[src/rtl/irrigation_matrix_pkg.sv]
// Shared status codes and glyph images for the irrigation LED matrix.
// Latency: n/a (constants and types only).
// Backpressure: n/a.
package irrigation_matrix_pkg;

    typedef enum logic [1:0] {
        ST_IDLE      = 2'd0,
        ST_SPRINKLER = 2'd1,
        ST_DRIP      = 2'd2,
        ST_ERROR     = 2'd3
    } status_e;

    localparam int GLYPH_ROWS = 7;
    localparam int GLYPH_COLS = 5;

    // One 7-bit column image per (status, column); bit 0 is the top row.
    // Column 0 of every glyph is the frame marker the controller firmware
    // relies on, so its values must stay fixed.
    localparam logic [GLYPH_ROWS-1:0] GLYPH [0:3][0:GLYPH_COLS-1] = '{
        '{7'h7F, 7'h63, 7'h5D, 7'h63, 7'h7F},   // idle: framed box
        '{7'h01, 7'h15, 7'h2A, 7'h15, 7'h01},   // sprinkler: spray fan
        '{7'h41, 7'h08, 7'h1C, 7'h3E, 7'h41},   // drip: droplet
        '{7'h01, 7'h22, 7'h14, 7'h22, 7'h01}    // error: cross
    };

endpackage

[src/rtl/irrigation_matrix_scanner_if.sv]
// Controller-side bundle for the matrix scanner: status strobe in, scan drive out.
// Latency: n/a (wiring only).
// Backpressure: none; status strobes are always accepted.
interface irrigation_matrix_scanner_if #(
    parameter int NUM_COLS = 5,
    parameter int NUM_ROWS = 7
) ();

    logic                enable;
    logic [1:0]          irrigation_status;
    logic                status_valid;
    logic [NUM_COLS-1:0] col_sel;
    logic [NUM_ROWS-1:0] rows;
    logic                frame_start;

    modport master (
        output enable, irrigation_status, status_valid,
        input  col_sel, rows, frame_start
    );

    modport slave (
        input  enable, irrigation_status, status_valid,
        output col_sel, rows, frame_start
    );

endinterface

[src/rtl/irrigation_glyph_rom.sv]
// Combinational (status, column) -> row image lookup with row truncation/zero-fill.
// Latency: 0 cycles (pure combinational).
// Backpressure: none.
module irrigation_glyph_rom
    import irrigation_matrix_pkg::*;
#(
    parameter int NUM_ROWS = 7,
    parameter int COL_W    = 3
) (
    input  status_e             status,
    input  logic [COL_W-1:0]    col_idx,
    output logic [NUM_ROWS-1:0] rows
);

    logic [GLYPH_ROWS-1:0] img;

    // Columns beyond the glyph width read as blank.
    always_comb begin
        img = '0;
        for (int c = 0; c < GLYPH_COLS; c++) begin
            if (int'(col_idx) == c) begin
                img = GLYPH[status][c];
            end
        end
    end

    // Keep the low glyph rows; any rows beyond the glyph height stay dark.
    always_comb begin
        rows = '0;
        for (int r = 0; r < NUM_ROWS && r < GLYPH_ROWS; r++) begin
            rows[r] = img[r];
        end
    end

endmodule

[src/rtl/irrigation_matrix_scanner.sv]
// Time-multiplexed LED matrix driver: frame-aligned status, column scan, error blink.
// Latency: first column SCAN_DIV edges after enable; then one column per SCAN_DIV cycles.
// Backpressure: none; status strobes always land in the pending register (last wins).
module irrigation_matrix_scanner
    import irrigation_matrix_pkg::*;
#(
    parameter int NUM_COLS     = 5,
    parameter int NUM_ROWS     = 7,
    parameter int SCAN_DIV     = 1000,
    parameter int BLINK_FRAMES = 50
) (
    input  logic                         clk,
    input  logic                         reset,
    irrigation_matrix_scanner_if.slave   bus
);

    localparam int COL_W = $clog2(NUM_COLS);
    localparam int PRE_W = $clog2(SCAN_DIV);
    localparam int BLK_W = (BLINK_FRAMES > 1) ? $clog2(BLINK_FRAMES) : 1;

    logic [PRE_W-1:0]    prescaler;
    logic [COL_W-1:0]    col_idx;
    status_e             pending;
    status_e             active;
    logic [BLK_W-1:0]    blink_cnt;
    logic                blink_phase;

    status_e             status_in;
    status_e             pending_eff;
    status_e             active_next;
    logic                tick;
    logic                boundary;
    logic [BLK_W-1:0]    blink_cnt_next;
    logic                blink_phase_next;
    logic [NUM_ROWS-1:0] rom_rows;
    logic [NUM_COLS-1:0] col_onehot;
    logic [NUM_COLS-1:0] col_sel_q;
    logic [NUM_ROWS-1:0] rows_q;
    logic                frame_start_q;

    assign status_in   = status_e'(bus.irrigation_status);
    assign tick        = bus.enable && (prescaler == PRE_W'(SCAN_DIV - 1));
    assign boundary    = tick && (col_idx == '0);
    // A strobe coinciding with a boundary bypasses pending so column 0 shows it.
    assign pending_eff = bus.status_valid ? status_in : pending;
    assign active_next = boundary ? pending_eff : active;
    assign col_onehot  = {{(NUM_COLS-1){1'b0}}, 1'b1} << col_idx;

    irrigation_glyph_rom #(
        .NUM_ROWS (NUM_ROWS),
        .COL_W    (COL_W)
    ) u_glyph_rom (
        .status  (active_next),
        .col_idx (col_idx),
        .rows    (rom_rows)
    );

    // Blink bookkeeping advances only at frame boundaries; any boundary that
    // enters or stays out of error restarts the half-period visible.
    always_comb begin
        blink_cnt_next   = blink_cnt;
        blink_phase_next = blink_phase;
        if (boundary) begin
            if (active_next != ST_ERROR || active != ST_ERROR) begin
                blink_cnt_next   = '0;
                blink_phase_next = 1'b1;
            end else if (blink_cnt == BLK_W'(BLINK_FRAMES - 1)) begin
                blink_cnt_next   = '0;
                blink_phase_next = ~blink_phase;
            end else begin
                blink_cnt_next   = blink_cnt + 1'b1;
            end
        end
    end

    // Double-buffered status: pending takes every strobe, active moves only at frame start.
    always_ff @(posedge clk or posedge reset) begin
        if (reset) begin
            pending <= ST_IDLE;
            active  <= ST_IDLE;
        end else begin
            if (bus.status_valid) begin
                pending <= status_in;
            end
            active <= active_next;
        end
    end

    // Scan counters; disabling parks everything at the start of a frame.
    always_ff @(posedge clk or posedge reset) begin
        if (reset) begin
            prescaler   <= '0;
            col_idx     <= '0;
            blink_cnt   <= '0;
            blink_phase <= 1'b1;
        end else if (!bus.enable) begin
            prescaler   <= '0;
            col_idx     <= '0;
            blink_cnt   <= '0;
            blink_phase <= 1'b1;
        end else begin
            prescaler   <= tick ? '0 : prescaler + 1'b1;
            if (tick) begin
                col_idx <= (col_idx == COL_W'(NUM_COLS - 1)) ? '0 : col_idx + 1'b1;
            end
            blink_cnt   <= blink_cnt_next;
            blink_phase <= blink_phase_next;
        end
    end

    // Registered pin drive; a blanked blink phase darkens rows but keeps the column scan.
    always_ff @(posedge clk or posedge reset) begin
        if (reset) begin
            col_sel_q     <= '0;
            rows_q        <= '0;
            frame_start_q <= 1'b0;
        end else if (!bus.enable) begin
            col_sel_q     <= '0;
            rows_q        <= '0;
            frame_start_q <= 1'b0;
        end else begin
            frame_start_q <= boundary;
            if (tick) begin
                col_sel_q <= col_onehot;
                rows_q    <= blink_phase_next ? rom_rows : '0;
            end
        end
    end

    assign bus.col_sel     = col_sel_q;
    assign bus.rows        = rows_q;
    assign bus.frame_start = frame_start_q;

endmodule

[src/flat_wrapper.sv]
// flat-port wrapper written by rule: the top's interface ports become plain ports
module irrigation_matrix_scanner_flat import irrigation_matrix_pkg::*;
#(
    parameter int NUM_COLS     = 5,
    parameter int NUM_ROWS     = 7,
    parameter int SCAN_DIV     = 1000,
    parameter int BLINK_FRAMES = 50
)
  (clk, reset, bus_enable, bus_irrigation_status, bus_status_valid, bus_col_sel, bus_rows, bus_frame_start);
  irrigation_matrix_scanner_if #(.NUM_COLS(NUM_COLS), .NUM_ROWS(NUM_ROWS)) bus_i ();
  input  logic clk;
  input  logic reset;
  input wire logic [$bits(bus_i.enable)-1:0] bus_enable;
  input wire logic [$bits(bus_i.irrigation_status)-1:0] bus_irrigation_status;
  input wire logic [$bits(bus_i.status_valid)-1:0] bus_status_valid;
  output wire logic [$bits(bus_i.col_sel)-1:0] bus_col_sel;
  output wire logic [$bits(bus_i.rows)-1:0] bus_rows;
  output wire logic [$bits(bus_i.frame_start)-1:0] bus_frame_start;
  assign bus_i.enable = bus_enable;
  assign bus_i.irrigation_status = bus_irrigation_status;
  assign bus_i.status_valid = bus_status_valid;
  assign bus_col_sel = bus_i.col_sel;
  assign bus_rows = bus_i.rows;
  assign bus_frame_start = bus_i.frame_start;
  irrigation_matrix_scanner #(.NUM_COLS(NUM_COLS), .NUM_ROWS(NUM_ROWS), .SCAN_DIV(SCAN_DIV), .BLINK_FRAMES(BLINK_FRAMES)) u_core (.clk(clk), .reset(reset), .bus(bus_i));
endmodule
[config.mk]
export PLATFORM = sky130hd
export DESIGN_NAME = irrigation_matrix_scanner_flat
export DESIGN_NICKNAME = d
export VERILOG_FILES = /design/src/rtl/irrigation_matrix_pkg.sv /design/src/rtl/irrigation_matrix_scanner_if.sv /design/src/rtl/irrigation_glyph_rom.sv /design/src/rtl/irrigation_matrix_scanner.sv /design/src/flat_wrapper.sv
export SDC_FILE = /design/constraint.sdc
export NUM_CORES = 1
export LEC_CHECK = 0
export ABC_CLOCK_PERIOD_IN_PS = 4100
export CORE_MARGIN = 1
export CORE_UTILIZATION = 49
export CTS_CLUSTER_SIZE = 40
export DETAILED_ROUTE_END_ITERATION = 12
export GPL_TIMING_DRIVEN = 0
export PLACE_DENSITY = 0.7
export SLEW_MARGIN = 25
export SYNTH_ARGS = -nofsm -noshare
export SYNTH_HDL_FRONTEND = slang
export SYNTH_SLANG_ARGS = --single-unit
[constraint.sdc]
create_clock -name clk -period 4.1 [get_ports clk]
set_clock_uncertainty 0.05 [all_clocks]
set_input_delay 0.82 -clock clk [delete_from_list [all_inputs] [get_ports clk]]
set_output_delay 0.82 -clock clk [all_outputs]
set_load 0.02 [all_outputs]
==> flow_summary.toml <==
[global_routing]
grt_util_all_layers_pct = 22.3
grt_max_degree = 36
grt_pass1_vias = 1639
grt_pass1_wl_um = 7160
antenna_found_initial = 0
overflow = 0

[synthesis]
yosys_register_bits = 35
ys_seq_area_share_pct = 43.8
yosysWarnings = 0
syn_nets = 216
synth.distinct_cells = 44
yosys-top-cells-area = "dfrtp_1 (42%), ha_1 (9.4%), nand2_1 (4.5%), xor2_1 (3.5%), nand3_1 (3.0%)"
synth_area_um2 = 2000
avgSynthCellArea_um2 = 10.3
synth_top_flop_cell = "dfrtp_1"
synthCells = 195
synth-edff-count = 0
synth_area_leader_cell = "dfrtp_1"
synth_top_area_share_pct = 42.4
postSynth.asyncResetShare_pct = 100

[detailed_routing]
routedWlPerCell_um = 15.7
num_vias = 1545
viasPerCell = 5.74
dr.pass1.iters = 5
antenna_left = 0
drc = 0
drt_iter0_drc = 78
drt-total-wl_um = 4230

[cts]
cts_hold_buffers = 0
cts_buffers = 5
cts_root_buffer = "clkbuf_8"
postCtsResizedCells = 0
cts_max_level = 2
clock_sinks = 35
clock_latency_ns = 0.29
cts.path.max_buffers = 2
path_clk_slew_ns = 0.07
post_cts_buffers = 0
cts_tree = "built"

[layout]
final_layout_size_suffix_gt1_share_pct = 13.6
nets = 241
multiInputGateArea_um2 = 1040
fin_area_um2 = 2340
diodes = 0
fillerInstances = 328
final_util_pct = 61.7
register_area_um2 = 877
finalNonFillerCells = 269
syn_to_final_growth_pct = 16.9

[critical_path]
crit_path_end_kind = "register"
crit_arrival_ns = 3.47
path_max_fanout = 7
startpoint = "bus_enable"
required_ns = 4.28
reg2reg_depth = 10
r2r_slack_ns = 0.87
worst-setup-path-type = "in -> reg"
r2r-start = "u_core.prescaler[0]$_DFF_PP0_"
startpoint_type = "input pin"
r2r_end = "u_core.bus.rows[4]$_DFFE_PP0P_"

[placement]
place_area_um2 = 2240
dp.cells = 261
portBuffers = 18
hpwl_um = 3000
gp_congestion = 0.835

[worst_hold_path]
hold_path_startpoint = "u_core.pending[0]$_DFF_PP0_"
min_path_cells = 1
hold_end = "u_core.pending[0]$_DFF_PP0_"
hp-class = "reg -> reg"

[timing]
period_minus_slack_ns = 3.29
worstMarginPinSlew_ns = 0.721
slew_violations = 0
min_period_over_period_pct = 80.3
finalHoldViolCount = 0
setup_viol = 0
slew_headroom_pct = 51.7
fmax_mhz = 304
rsz0062_at_grt = "no"
fin_setup_tns_ns = 0

[die]
io_pins = 19
start_util_pct = 52.8
core_um2 = 3800
die_h_um = 66.0
design.die.area_um2 = 4350
die_x_um = 66.0
fp-row-count = 22

[power]
powerDensity_nw_per_um2 = 274
ir_worst_vdd_v = 0.000216
power_leakage_nw = 1.06
total_power_w = 0.000641

[run_status]
status = "finished, final reports clean"

[run]
cap_violations = 0
## worst max-delay path, stage by stage
cell	delay, ns
clkdlybuf4s50_1	0.51
nand3b_1	0.13
nor4_4	0.32
mux2_2	0.47
ha_1	0.22
nand3_1	0.12
o21bai_1	0.15
a21oi_1	0.13
nor3_1	0.40
a22o_1	0.19
## per-stage QoR
step | hold WS, ns | setup slack (ns)
6_report | 0.445 | 0.806
5_1_grt | 0.476 | 0.620
4_1_cts | 0.450 | 0.793
3_5_place_dp | 0.434 | 0.504
3_3_place_gp | 0.431 | 0.582
2_1_floorplan | 0.418 | 1.31
## final cells by class
cell class / count / share of cell area [%]
multi-input cells: 141 / 44.2
flip-flops and latches: 35 / 37.4
repair buffers: 18 / 7.69
clock buffers: 7 / 3.69
well taps: 48 / 2.56
plain buffers: 8 / 2.40
inverters: 11 / 1.76
clock inverters: 1 / 0.214
## state kept, by name, indices dropped and copies added, names as in the netlist
signal                  count
u_core.col_idx              3
u_core.prescaler           10
u_core.blink_cnt            6
u_core.active               2
u_core.bus.rows             5
u_core.blink_phase          1
u_core.bus.col_sel          5
u_core.pending              2
u_core.bus.frame_start      1
## logic make-up (layout without fill, tap and decap cells)
kind of cell | count (synthesis) | after routing | synth area share [%]
AO/OA/AOI/OAI | 41 | 41 | 14.5
XOR/XNOR | 8 | 8 | 3.50
adder cells (fa/ha/maj) | 15 | 15 | 9.36
buffers and inverters | 19 | 45 | 4.87
flip-flops | 35 | 35 | 43.8
multiplexers | 4 | 4 | 2.43
AND/OR/NAND/NOR | 73 | 73 | 21.5
## cells in the mapped netlist (all sizes together) (3+ instances only)
library cell	instances
a21oi	6
a22o	6
a32o	3
and2	3
buf	5
clkbuf	3
dfrtp	34
ha	15
inv	11
mux2	4
nand2	24
nand3	12
nand4	4
nor2	12
nor3	4
o21ai	10
o221ai	3
xor2	8
## layout by cell type, fill, tap and decap left out, types with 8 or more instances in the layout
master	instances
nor2_1	12
inv_1	10
dfrtp_1	34
clkdlybuf4s50_1	18
nand3_1	12
nand2_1	24
ha_1	15
o21ai_0	10
xor2_1	8
## layer usage
metal | GRT usage, % | vias up | wire, um
li1 | - | 746 | -
met1 | 26.7 | 762 | 1950
met2 | 36.7 | 30 | 2070
met3 | 6.21 | 7 | 142
met4 | 10.4 | 0 | 68
met5 | 0 | - | 0
## worst max-delay path by stage
stage                                           to  cells past startpoint
CTS                 u_core.bus.rows[4]$_DFFE_PP0P_                     10
finish              u_core.bus.rows[4]$_DFFE_PP0P_                     10
detailed placement  u_core.bus.rows[4]$_DFFE_PP0P_                     10
floorplan           u_core.bus.rows[4]$_DFFE_PP0P_                     10
global placement    u_core.bus.rows[3]$_DFFE_PP0P_                     10
global route        u_core.bus.rows[4]$_DFFE_PP0P_                     10
## power by group
group / switching [W] / internal [W]
combinational: 0.0000166 / 0.0000112
clock: 0.000124 / 0.000136
sequential: 0.00000432 / 0.000349
No activity file was read; power rests on OpenSTA's default activity.
